<file path="src/rtl/bcd_disp_scan_if.sv">
`default_nettype none
// ============================================================================
//  Module      : bcd_disp_scan_if
//  Description : Bundle between the BCD clock core and the display scanner.
//                The master drives the time/control fields and the slave
//                (scanner) drives the 7-segment outputs.
//  Revision    : 1.0  initial release
// ============================================================================
interface bcd_disp_scan_if;
    logic [7:0] bcd_hour;
    logic [7:0] bcd_min;
    logic [7:0] bcd_sec;
    logic [2:0] blink_sel;
    logic       colon_on;
    logic [6:0] seg;
    logic       dp;
    logic [5:0] an;

    modport master (
        output bcd_hour, bcd_min, bcd_sec, blink_sel, colon_on,
        input  seg, dp, an
    );

    modport slave (
        input  bcd_hour, bcd_min, bcd_sec, blink_sel, colon_on,
        output seg, dp, an
    );
endinterface
`default_nettype wire

</file>
<file path="src/rtl/bcd_disp_scan.sv">
`default_nettype none
// ============================================================================
//  Module      : bcd_disp_scan
//  Description : 6-digit multiplexed 7-segment scanner for HH:MM:SS BCD time.
//                Inputs are snapshotted once per frame so a display frame is
//                never torn; supports hour leading-zero blanking, invalid
//                nibble dash, per-field blinking and colon decimal points.
//  Revision    : 1.0  initial release
// ============================================================================
module bcd_disp_scan #(
    parameter int SCAN_DIV      = 50000,
    parameter int BLINK_DIV     = 25000000,
    parameter bit SEG_ACT_LOW   = 1'b1,
    parameter bit AN_ACT_LOW    = 1'b1,
    parameter bit HOUR_LZ_BLANK = 1'b1
) (
    input  wire logic       clk,
    input  wire logic       rst,
    bcd_disp_scan_if.slave  bus
);

    localparam int c_scan_w  = (SCAN_DIV  > 1) ? $clog2(SCAN_DIV)  : 1;
    localparam int c_blink_w = (BLINK_DIV > 1) ? $clog2(BLINK_DIV) : 1;

    localparam logic [c_scan_w-1:0]  c_scan_last  = c_scan_w'(SCAN_DIV - 1);
    localparam logic [c_blink_w-1:0] c_blink_last = c_blink_w'(BLINK_DIV - 1);
    localparam logic [2:0]           c_idx_last   = 3'd5;

    // Inactive output levels for the configured polarities
    localparam logic [6:0] c_seg_off = SEG_ACT_LOW ? 7'h7F : 7'h00;
    localparam logic       c_dp_off  = SEG_ACT_LOW;
    localparam logic [5:0] c_an_off  = AN_ACT_LOW  ? 6'h3F : 6'h00;

    logic [c_scan_w-1:0]  scan_cnt_q,  scan_cnt_d;
    logic [2:0]           idx_q,       idx_d;
    logic [c_blink_w-1:0] blink_cnt_q, blink_cnt_d;
    logic                 blink_ph_q,  blink_ph_d;
    logic [7:0]           snap_hour_q, snap_hour_d;
    logic [7:0]           snap_min_q,  snap_min_d;
    logic [7:0]           snap_sec_q,  snap_sec_d;
    logic [6:0]           seg_q,       seg_d;
    logic                 dp_q,        dp_d;
    logic [5:0]           an_q,        an_d;

    logic                 w_scan_tick;
    logic                 w_frame_end;
    logic                 w_blink_wrap;
    logic [3:0]           w_nibble;
    logic                 w_field_blink;
    logic                 w_blank;
    logic [6:0]           w_seg_on;
    logic                 w_dp_on;
    logic [5:0]           w_an_on;

    // Active-low decode table, {g..a}; anything above 9 renders as a dash
    function automatic logic [6:0] seg_code_low(input logic [3:0] nib);
        case (nib)
            4'd0:    seg_code_low = 7'h40;
            4'd1:    seg_code_low = 7'h79;
            4'd2:    seg_code_low = 7'h24;
            4'd3:    seg_code_low = 7'h30;
            4'd4:    seg_code_low = 7'h19;
            4'd5:    seg_code_low = 7'h12;
            4'd6:    seg_code_low = 7'h02;
            4'd7:    seg_code_low = 7'h78;
            4'd8:    seg_code_low = 7'h00;
            4'd9:    seg_code_low = 7'h10;
            default: seg_code_low = 7'h3F;
        endcase
    endfunction

    // Digit scan counter, digit index and once-per-frame input snapshot
    always_comb begin
        w_scan_tick = (scan_cnt_q == c_scan_last);
        w_frame_end = w_scan_tick && (idx_q == c_idx_last);
        scan_cnt_d  = w_scan_tick ? '0 : scan_cnt_q + 1'b1;
        idx_d       = idx_q;
        if (w_scan_tick) begin
            idx_d = (idx_q == c_idx_last) ? 3'd0 : idx_q + 3'd1;
        end
        snap_hour_d = w_frame_end ? bus.bcd_hour : snap_hour_q;
        snap_min_d  = w_frame_end ? bus.bcd_min  : snap_min_q;
        snap_sec_d  = w_frame_end ? bus.bcd_sec  : snap_sec_q;
    end

    // Free-running blink phase, independent of the scan
    always_comb begin
        w_blink_wrap = (blink_cnt_q == c_blink_last);
        blink_cnt_d  = w_blink_wrap ? '0 : blink_cnt_q + 1'b1;
        blink_ph_d   = blink_ph_q ^ w_blink_wrap;
    end

    // Select the current digit, apply blanking, then map to output polarity
    always_comb begin
        w_nibble      = 4'd0;
        w_field_blink = 1'b0;
        case (idx_q)
            3'd0: begin w_nibble = snap_sec_q[3:0];  w_field_blink = bus.blink_sel[0]; end
            3'd1: begin w_nibble = snap_sec_q[7:4];  w_field_blink = bus.blink_sel[0]; end
            3'd2: begin w_nibble = snap_min_q[3:0];  w_field_blink = bus.blink_sel[1]; end
            3'd3: begin w_nibble = snap_min_q[7:4];  w_field_blink = bus.blink_sel[1]; end
            3'd4: begin w_nibble = snap_hour_q[3:0]; w_field_blink = bus.blink_sel[2]; end
            3'd5: begin w_nibble = snap_hour_q[7:4]; w_field_blink = bus.blink_sel[2]; end
            default: begin w_nibble = 4'd0; w_field_blink = 1'b0; end
        endcase

        w_blank  = (HOUR_LZ_BLANK && (idx_q == c_idx_last) && (w_nibble == 4'd0))
                 || (blink_ph_q && w_field_blink);
        w_seg_on = w_blank ? 7'h00 : ~seg_code_low(w_nibble);
        w_dp_on  = bus.colon_on && ((idx_q == 3'd2) || (idx_q == 3'd4)) && !w_blank;
        w_an_on  = 6'd1 << idx_q;

        seg_d = SEG_ACT_LOW ? ~w_seg_on : w_seg_on;
        dp_d  = SEG_ACT_LOW ? ~w_dp_on  : w_dp_on;
        an_d  = AN_ACT_LOW  ? ~w_an_on  : w_an_on;
    end

    // State and output registers; reset aborts the frame and blanks the display
    always_ff @(posedge clk or posedge rst) begin
        if (rst) begin
            scan_cnt_q  <= '0;
            idx_q       <= 3'd0;
            blink_cnt_q <= '0;
            blink_ph_q  <= 1'b0;
            snap_hour_q <= 8'h00;
            snap_min_q  <= 8'h00;
            snap_sec_q  <= 8'h00;
            seg_q       <= c_seg_off;
            dp_q        <= c_dp_off;
            an_q        <= c_an_off;
        end else begin
            scan_cnt_q  <= scan_cnt_d;
            idx_q       <= idx_d;
            blink_cnt_q <= blink_cnt_d;
            blink_ph_q  <= blink_ph_d;
            snap_hour_q <= snap_hour_d;
            snap_min_q  <= snap_min_d;
            snap_sec_q  <= snap_sec_d;
            seg_q       <= seg_d;
            dp_q        <= dp_d;
            an_q        <= an_d;
        end
    end

    assign bus.seg = seg_q;
    assign bus.dp  = dp_q;
    assign bus.an  = an_q;

endmodule
`default_nettype wire
</file>
<file path="src/flat_wrapper.sv">
// flat-port wrapper written by rule: the top's interface ports become plain ports
module bcd_disp_scan_flat 
#(
    parameter int SCAN_DIV      = 50000,
    parameter int BLINK_DIV     = 25000000,
    parameter bit SEG_ACT_LOW   = 1'b1,
    parameter bit AN_ACT_LOW    = 1'b1,
    parameter bit HOUR_LZ_BLANK = 1'b1
)
  (clk, rst, bus_bcd_hour, bus_bcd_min, bus_bcd_sec, bus_blink_sel, bus_colon_on, bus_seg, bus_dp, bus_an);
  bcd_disp_scan_if bus_i ();
  input  wire logic clk;
  input  wire logic rst;
  input wire logic [$bits(bus_i.bcd_hour)-1:0] bus_bcd_hour;
  input wire logic [$bits(bus_i.bcd_min)-1:0] bus_bcd_min;
  input wire logic [$bits(bus_i.bcd_sec)-1:0] bus_bcd_sec;
  input wire logic [$bits(bus_i.blink_sel)-1:0] bus_blink_sel;
  input wire logic [$bits(bus_i.colon_on)-1:0] bus_colon_on;
  output wire logic [$bits(bus_i.seg)-1:0] bus_seg;
  output wire logic [$bits(bus_i.dp)-1:0] bus_dp;
  output wire logic [$bits(bus_i.an)-1:0] bus_an;
  assign bus_i.bcd_hour = bus_bcd_hour;
  assign bus_i.bcd_min = bus_bcd_min;
  assign bus_i.bcd_sec = bus_bcd_sec;
  assign bus_i.blink_sel = bus_blink_sel;
  assign bus_i.colon_on = bus_colon_on;
  assign bus_seg = bus_i.seg;
  assign bus_dp = bus_i.dp;
  assign bus_an = bus_i.an;
  bcd_disp_scan #(.SCAN_DIV(SCAN_DIV), .BLINK_DIV(BLINK_DIV), .SEG_ACT_LOW(SEG_ACT_LOW), .AN_ACT_LOW(AN_ACT_LOW), .HOUR_LZ_BLANK(HOUR_LZ_BLANK)) u_core (.clk(clk), .rst(rst), .bus(bus_i));
endmodule
</file>
<file path="config.mk">
export PLATFORM = sky130hd
export DESIGN_NAME = bcd_disp_scan_flat
export DESIGN_NICKNAME = d
export VERILOG_FILES = /design/src/rtl/bcd_disp_scan_if.sv /design/src/rtl/bcd_disp_scan.sv /design/src/flat_wrapper.sv
export SDC_FILE = /design/constraint.sdc
export NUM_CORES = 1
export LEC_CHECK = 0
export CAP_MARGIN = 10
export CELL_PAD_IN_SITES_DETAIL_PLACEMENT = 1
export CELL_PAD_IN_SITES_GLOBAL_PLACEMENT = 1
export CORE_UTILIZATION = 40
export CTS_CLUSTER_DIAMETER = 40
export DETAILED_ROUTE_END_ITERATION = 7
export GPL_ROUTABILITY_DRIVEN = 0
export PLACE_DENSITY = 0.83
export SLEW_MARGIN = 20
export SYNTH_ARGS = -nofsm -noshare
export SYNTH_HDL_FRONTEND = slang
export SYNTH_SLANG_ARGS = --single-unit
</file>
<file path="constraint.sdc">
create_clock -name clk -period 2.79 [get_ports clk]
set_input_delay 0.558 -clock clk [delete_from_list [all_inputs] [get_ports clk]]
set_output_delay 0.558 -clock clk [all_outputs]
set_load 0.05 [all_outputs]
</file>
==> results of run 1 <==
metrics by stage:
| stage | setup TNS, ns | utilization [%] | power [mW] | hold slack, ns |
|---|---|---|---|---|
| after global routing | -0.0549 | 50.4 | 2.17 | 0.505 |
| final | 0 | 50.4 | 2.09 | 0.495 |
| after CTS | 0 | 50.2 | 2.11 | 0.491 |
| after global placement | 0 | 48.3 | 1.30 | 0.455 |
| after floorplan | 0 | - | 1.24 | 0.435 |
| after detailed placement | 0 | 48.3 | 1.30 | 0.463 |
worst register-to-register path: cells and delay by family, from the launching register on:
family	cells	cell delay [ns]
and+or+nand+nor	3	0.52
buffers and inverters	1	0.09
DFF	1	0.44
adders and majority gates	2	0.52
AOI/OAI and AO/OA	3	0.96
placed cells by master, fill, tap and decap left out, types with 4 or more instances in the layout:
cell             Yosys  final
ha_1                 8      8
clkbuf_8             0      9
xnor2_1             10     10
nand3_1             15     15
nand3b_1             4      4
o21ai_0              9      9
and3_1               8      8
nand2_1             23     23
dfrtp_1             69     68
mux2i_1              6      6
buf_4                1     10
xor2_1              28     28
clkdlybuf4s50_1      0     43
and2_1               6      6
inv_6                0      4
inv_1               10      9
mux2_1              25     25
nand4_1             12     12
nor2_1              37     37
dfstp_2             14     14
sequential cells by signal, indices dropped and copies added, names as in the netlist:
signal / flops
u_core.blink_cnt_q: 25
u_core.snap_hour_q: 8
u_core.bus.dp: 1
u_core.idx_q: 3
u_core.bus.seg: 7
u_core.scan_cnt_q: 16
u_core.snap_sec_q: 8
u_core.snap_min_q: 8
u_core.blink_ph_q: 1
u_core.bus.an: 6
routing by layer:
layer,wire length [µm],track usage [%]
met1,3970,24.2
met2,4380,32.1
met3,308,3.20
met4,158,8.25
met5,0,0
worst max path at each step:
stage | cells after the start | endpoint | slack, ns | from
2_1_floorplan | 11 | u_core.bus.seg[0] | 0.08 | u_core.idx_q[2]
5_1_grt | 9 | u_core.bus.seg[3] | -0.05 | u_core.idx_q[1]
3_5_place_dp | 9 | u_core.bus.seg[0] | 0.14 | u_core.idx_q[2]
4_1_cts | 9 | u_core.bus.seg[0] | 0.06 | u_core.idx_q[2]
6_report | 9 | u_core.bus.seg[0] | 0.18 | u_core.idx_q[2]
3_3_place_gp | 9 | u_core.bus.seg[0] | 0.34 | u_core.idx_q[2]
power by group through the flow:
stage | logic (mW) | registers, mW | clock network, mW
final | 0.0712 | 1.20 | 0.813
after global routing | 0.0784 | 1.20 | 0.889
after CTS | 0.0736 | 1.20 | 0.835
after detailed placement | 0.0731 | 1.23 | 0
after global placement | 0.0718 | 1.23 | 0
after floorplan | 0.0183 | 1.23 | 0
area by class of cell:
type	instances	area [µm²]	area share, %
Tap cell	129	161	3.45
Inverter	10	38.8	0.830
Clock inverter	7	57.6	1.23
Sequential cell	83	2100	44.8
Timing Repair Buffer	54	526	11.2
Clock buffer	9	124	2.65
Multi-Input combinational cell	232	1670	35.8
cells by family (layout without fill, tap and decap cells):
family | after synthesis | count (layout)
xor gates and xnor gates | 38 | 38
muxes | 32 | 32
AOI/OAI and AO/OA | 28 | 28
adders and majority gates | 8 | 8
DFF | 83 | 83
and+or+nand+nor | 126 | 126
buffers and inverters | 22 | 80
repair_timing:
action | in CTS | in global routing
hold buffers | 0 | 0
resized for setup | 0 | 3
endpoints found under the setup margin | 0 | 6
==> results by group, run 1 <==
STA
  – Period minus WS final: 2.61 ns
  – Final setup margin: 0.184 ns
  – Final Cycle Share: 93.4%
  – Final setup violation count: 0
  – F_max: 384 MHz
  – Final Slew Violations: 0
  – Setup Skew: 0.0134 ns
  – Final Hold Viols: 0
  – Slew HR: 39.1%
  – Worst-Margin Slew: 0.911 ns

Routing
  – Starting DRT DRC Count: 73
  – Via density: 5.20
  – Final ANT Viol Nets: 0
  – Routed WL per cell: 16.8 µm
  – Total number of vias: 2726
  – Detailed Routing Iterations Pass 1: 4
  – Total length of routed wires: 8.82 mm
  – Residual DRC: 0

Power and ir drop
  – Pleak: 2.17 nW
  – Maximum vdd ir drop: 0.000183 V
  – Total net switching power: 0.507 mW
  – Reg power frac: 57.6%
  – Logic pwr share: 3.4%
  – PwrDens: 446 nW/µm²
  – Clock Power Share: 38.9%
  – Net Sw Frac: 24.3%
  – Cell Int Power: 1.58 mW

Clocking
  – Setup Fix Bufs, Post-CTS: 0
  – TritonCTS buffer count: 9
  – CTS max path bufs: 2
  – Root Driver: clkbuf_8
  – CTS tree: built
  – Skew-Pair Late Insertion Delay: 0.37 ns
  – H-tree depth: 3
  – CTS sink cnt: 83
  – Clock slew at reported path FFs: 0.09 ns

Finish
  – Final nets: 428
  – FILL cells: 1024
  – Layout Cells excl Fill: 524
  – Number of diodes: 0
  – Area Growth Syn to Fin: 21.1%
  – Share of cells above drive strength 1: 12.7%
  – Post-route cell area: 4670 µm²

Logic synthesis
  – Area contributors post-synth: dfrtp_1 45%, dfstp_2 9.5%, mux2_1 7.3%
  – Post-synth EDFFs: 0
  – Synth top cells by count: 69 x dfrtp_1, 37 x nor2_1, 28 x xor2_1
  – Area leader, netlist: dfrtp_1
  – Number of synthesized register bits: 83
  – Top-count cell post-synth: dfrtp_1
  – Post-synthesis compound-gate area fraction: 5.18%
  – Syn Std Cell Area: 3860 µm²
  – Register area share after synthesis: 54.2%
  – Top-area cell type share of the netlist area: 44.7%
  – Post-synthesis adder-cell area fraction: 2.59%
  – Combinational family with the most area after synthesis: simple AND/OR/NAND/NOR gates
  – XOR/XNOR share of the synthesized area: 8.62%
  – Top FF cell, synth: dfrtp_1
  – Simple-gate portion of the synthesized area: 17.4%
  – Ys async rst share: 100%
  – Mapped Avg Cell Area: 11.5 µm²
  – Syn_nets: 375
  – Yosys warning count: 0
  – Synth Instances: 337
  – Post-synth cell types: 49
  – Multiplexer share of the synthesized area: 9.14%

Worst setup path
  – CP top delay family: compound AO/OA/AOI/OAI gates
  – CP max FO: 7
  – FF-to-FF End: u_core.bus.seg[0]
  – Critical Path RT: 3.06 ns
  – Crit-path cells: inv_1 > ha_1 > a222oi_1 > nor2b_2 > ha_1 > nand2_1 > a211oi_4 > nor3_1 > o31ai_1
  – Worst R2R Start: u_core.idx_q[2]
  – Arrival @ worst endpoint: 2.88 ns
  – CP Class: register to register
  – FF-to-FF path depth: 9
  – Flop2flop setup slack: 0.18 ns
  – Crit. End Element: register
  – Critical Path Max Stage Delay: 0.44 ns
  – Nature of the critical path startpoint: register
  – Slowest CP cell: dfrtp_2
  – Crit path top cell by count: ha_1
  – CP bufs+invs: 1

Floorplan
  – DIE AREA: 10100 µm²
  – Site Rows: 35
  – Core area: 9280 µm²
  – Die X: 100 µm
  – Initial Utilization: 41.6%
  – Die height: 100 µm
  – IO Pins: 44

Global routing
  – GR Overflow Total: 0
  – Vias in the first global route: 2910
  – Initial antenna violation count: 0
  – Largest net degree at the start of global routing: 38
  – Total Routing Usage GR: 19.1%
  – First-pass GRT wire length: 14.7 mm

Hold path
  – Hold_sp: u_core.blink_cnt_q[4]
  – Hold Path Stages: 1
  – Worst Hold Class: register to register
  – Hold Crit Endpoint: u_core.blink_cnt_q[4]

Place
  – Area post-placement: 4480 µm²
  – Pre-CTS setup slack: 0.139 ns
  – Placed insts: 508
  – HPWL after detailed placement: 6.44 mm
  – Port Buffers: 43

Job
  – Max Cap Viol: 0

Run status
  – Status: completed
Power figures use the tool's default switching activity.
==> run 2: changes to the inputs <==
- ABC_AREA: not set -> 1
- CORE_UTILIZATION: 40 -> 38
- CTS_CLUSTER_DIAMETER: 40 -> 100
==> run 2 against run 1 <==
Worst setup slack gained 0.14 ns. Sequential share of layout area shrank 3.5 points. First-iteration DRC count grew to 3.0 times the previous value. Critical path depth grew 2. Die area grew 16%. Maximum frequency grew 5.6%. Clock-buffer cell count grew 3. Flip-flop and latch count is the same. Largest power group unchanged. Highest routed layer unchanged.
==> results by group, run 2 <==
Worst setup path
  – CP max FO: 13 (+6)
  – Slowest CP cell: dfrtp_1
  – Worst setup startpoint: u_core.idx_q[2]
  – Crit. End Element: register
  – Arrival @ worst endpoint: 2.75 ns (-0.13 ns)
  – CP Class: register to register
  – CP bufs+invs: 3 (+2)
  – FF-to-FF End: u_core.bus.seg[3]
  – Crit-path cells: inv_2 > ha_1 > nand2_1 > nand4_1 > nor2_1 > inv_1 > ha_1 > inv_1 > nand2_1 > nand2_1 > nand3_1
  – Worst R2R Start: u_core.idx_q[2]
  – Crit path top cell by count: nand2_1
  – Flop2flop setup slack: 0.32 ns (+0.14 ns)
  – FF-to-FF path depth: 11 (+2)
  – CP endpoint: u_core.bus.seg[3]
  – Nature of the critical path startpoint: register
  – Critical Path Stages: 11 (+2)
  – Critical Path RT: 3.07 ns (about the same)
  – Critical Path Max Stage Delay: 0.64 ns (+0.20 ns)
  – CP top delay family: simple AND/OR/NAND/NOR gates

Floorplan
  – Core area: 10900 µm² (+17%)
  – Die X: 108 µm (+7.9%)
  – Site Rows: 38 (+8.6%)
  – Die height: 108 µm (+7.9%)
  – DIE AREA: 11700 µm² (+16%)
  – IO Pins: 44 (unchanged)
  – Initial Utilization: 39.3% (-2.3 points)

Finish
  – Number of diodes: 0 (unchanged)
  – Commonest non-fill, non-tap cell in the layout: nand2_1
  – FILL cells: 1335 (+30%)
  – Area Growth Syn to Fin: 18.3%
  – Area of the multi-input gates: 1850 µm² (+11%)
  – Top flop regs: u_core.blink_cnt_q x25, u_core.scan_cnt_q x16
  – Register area: 2090 µm² (about the same)
  – Largest register FFs: 25 (unchanged)
  – Share of cells above drive strength 1: 9.00% (-3.7 points)
  – Most flop-heavy register: u_core.blink_cnt_q
  – Layout Cells excl Fill: 729 (+39%)
  – Most frequent cells in the layout: 168 x nand2_1, 69 x dfrtp_1, 68 x inv_1
  – Final nets: 622 (+45%)

Routing
  – Starting DRT DRC Count: 219 (+200%)
  – Routed WL per cell: 15.5 µm (-7.9%)
  – Total length of routed wires: 11.3 mm (+28%)
  – Residual DRC: 0 (unchanged)
  – Detailed Routing Iterations Pass 1: 4 (unchanged)
  – Via density: 5.05 (-2.9%)
  – Final ANT Viol Nets: 0 (unchanged)
  – Total number of vias: 3682 (+35%)

Logic synthesis
  – Yosys warning count: 0 (unchanged)
  – Area contributors post-synth: dfrtp_1 40%, nand2_1 15%, dfstp_2 8.6%
  – Mapped Avg Cell Area: 8.01 µm² (-30%)
  – Top-area cell type share of the netlist area: 40.3% (-4.4 points)
  – Synth Instances: 535 (+59%)
  – Top-count cell post-synth: nand2_1
  – Post-synth cell types: 36 (-27%)
  – Top FF cell, synth: dfrtp_1
  – Number of synthesized register bits: 83 (unchanged)
  – Area leader, netlist: dfrtp_1
  – Synth top cells by count: 168 x nand2_1, 69 x dfrtp_1, 69 x inv_1
  – Syn_nets: 573 (+53%)
  – Post-synth EDFFs: 0 (unchanged)
  – Syn Std Cell Area: 4280 µm² (+11%)
  – Ys async rst share: 100% (unchanged)
  – Register area share after synthesis: 48.9% (-5.3 points)

Global routing
  – GR Overflow Total: 0 (unchanged)
  – Vias in the first global route: 3907 (+34%)
  – Total Routing Usage GR: 21.5% (+2.5 points)
  – Largest net degree at the start of global routing: 44 (+16%)
  – Initial antenna violation count: 0 (unchanged)
  – First-pass GRT wire length: 19.3 mm (+32%)

STA
  – Period minus WS final: 2.47 ns (-0.138 ns)
  – Final Hold Viols: 0 (unchanged)
  – Final Cycle Share: 88.5% (-4.9 points)
  – Setup Skew: 0.0103 ns (-0.00308 ns)
  – Slew HR: 62.9% (+24 points)
  – RSZ-0062 raised after global routing: false
  – Final setup violation count: 0 (unchanged)
  – Setup TNS: 0 ns (unchanged)
  – Worst-Margin Slew: 0.555 ns (-0.356 ns)
  – Final setup margin: 0.321 ns (+0.138 ns)
  – F_max: 405 MHz (+5.6%)
  – Final Slew Violations: 0 (unchanged)

Clocking
  – CTS sink cnt: 83 (unchanged)
  – CTS Hold Buffers Added: 0 (unchanged)
  – Post-CTS sizing: 0 (unchanged)
  – Setup Fix Bufs, Post-CTS: 0 (unchanged)
  – Root Driver: clkbuf_8
  – CTS max path bufs: 2 (unchanged)
  – TritonCTS buffer count: 9 (unchanged)
  – Skew-Pair Late Insertion Delay: 0.37 ns (about the same)
  – Clock slew at reported path FFs: 0.09 ns (about the same)
  – H-tree depth: 3 (unchanged)
  – CTS tree: built

Place
  – Placed insts: 713 (+40%)
  – Pre-CTS setup slack: 0.348 ns (+0.208 ns)
  – Port Buffers: 43 (unchanged)
  – HPWL after detailed placement: 8.52 mm (+32%)

Job
  – Max Cap Viol: 0 (unchanged)

Power and ir drop
  – Pleak: 2.39 nW (+10%)
  – Maximum vdd ir drop: 0.000189 V (+3.3%)
  – PwrDens: 436 nW/µm² (-2.2%)

Run status
  – Status: completed

Hold path
  – Worst Hold Class: input pin to asynchronous set/reset pin
==> run 2: changes by cell type in the layout (fill, tap and decap cells not counted), moves of 14 or more <==
cell,delta
nor3_1,+14
nor2_1,+22
nand3_1,+15
nand2_1,+145
inv_1,+59
mux2_1,-25
==> run 2: area by class of cell <==
| class | count | share of cell area, % |
|---|---|---|
| sequential | 83 | 41.4 |
| multi-input combinational | 373 | 36.6 |
| timing repair buffer | 45 | 9.04 |
| inverter | 72 | 5.36 |
| tap | 140 | 3.46 |
| clock buffer | 12 | 3.26 |
| clock inverter | 4 | 0.939 |
==> run 2: power breakdown <==
| group | internal [mW] | switching [mW] | total [mW] |
|---|---|---|---|
| registers | 1.20 | 0 | 1.20 |
| logic | 0.0395 | 0.0312 | 0.0707 |
| clock network | 0.484 | 0.453 | 0.937 |
==> run 2: worst min-delay path by stage <==
stage	endpoint	slack [ns]	cells after the start
floorplan	u_core.scan_cnt_q[0]	0.43	1
finish	u_core.scan_cnt_q[4]	0.46	2
detailed placement	u_core.scan_cnt_q[0]	0.46	1
global route	u_core.scan_cnt_q[8]	0.48	2
global placement	u_core.scan_cnt_q[0]	0.45	1
CTS	u_core.scan_cnt_q[4]	0.46	2
==> run 2: cell families after synthesis <==
family                     after synthesis  share of synthesized area [%]
and+or+nand+nor                        316                           33.1
adders and majority gates                8                           2.34
xor gates and xnor gates                19                           3.89
buffers and inverters                   79                           7.83
AOI/OAI and AO/OA                       30                           3.94
DFF                                     83                           48.9
==> run 2: through the flow <==
stage / util, % / hold WS (ns) / total power, mW / instance area (µm²)
floorplan: - / 0.433 / 1.24 / 4280
global placement: 44.6 / 0.447 / 1.30 / 4850
detailed placement: 44.6 / 0.461 / 1.30 / 4850
CTS: 46.5 / 0.459 / 2.23 / 5060
global route: 46.5 / 0.483 / 2.28 / 5060
finish: 46.5 / 0.457 / 2.21 / 5060
==> run 2: layer usage <==
layer | wire length, µm | vias to the layer above | track usage (%)
met5 | 0 | - | 0
met4 | 129 | 0 | 6.07
met3 | 374 | 9 | 3.86
met2 | 5410 | 79 | 35.5
met1 | 5390 | 1811 | 29.0
li1 | - | 1783 | -
==> run 2: worst register-to-register path: stages, from the launching register on <==
cell     delay, ns
dfrtp_1       0.64
inv_2         0.16
ha_1          0.32
nand2_1       0.09
nand4_1       0.10
nor2_1        0.35
inv_1         0.14
ha_1          0.32
inv_1         0.06
nand2_1       0.06
nand2_1       0.07
nand3_1       0.08
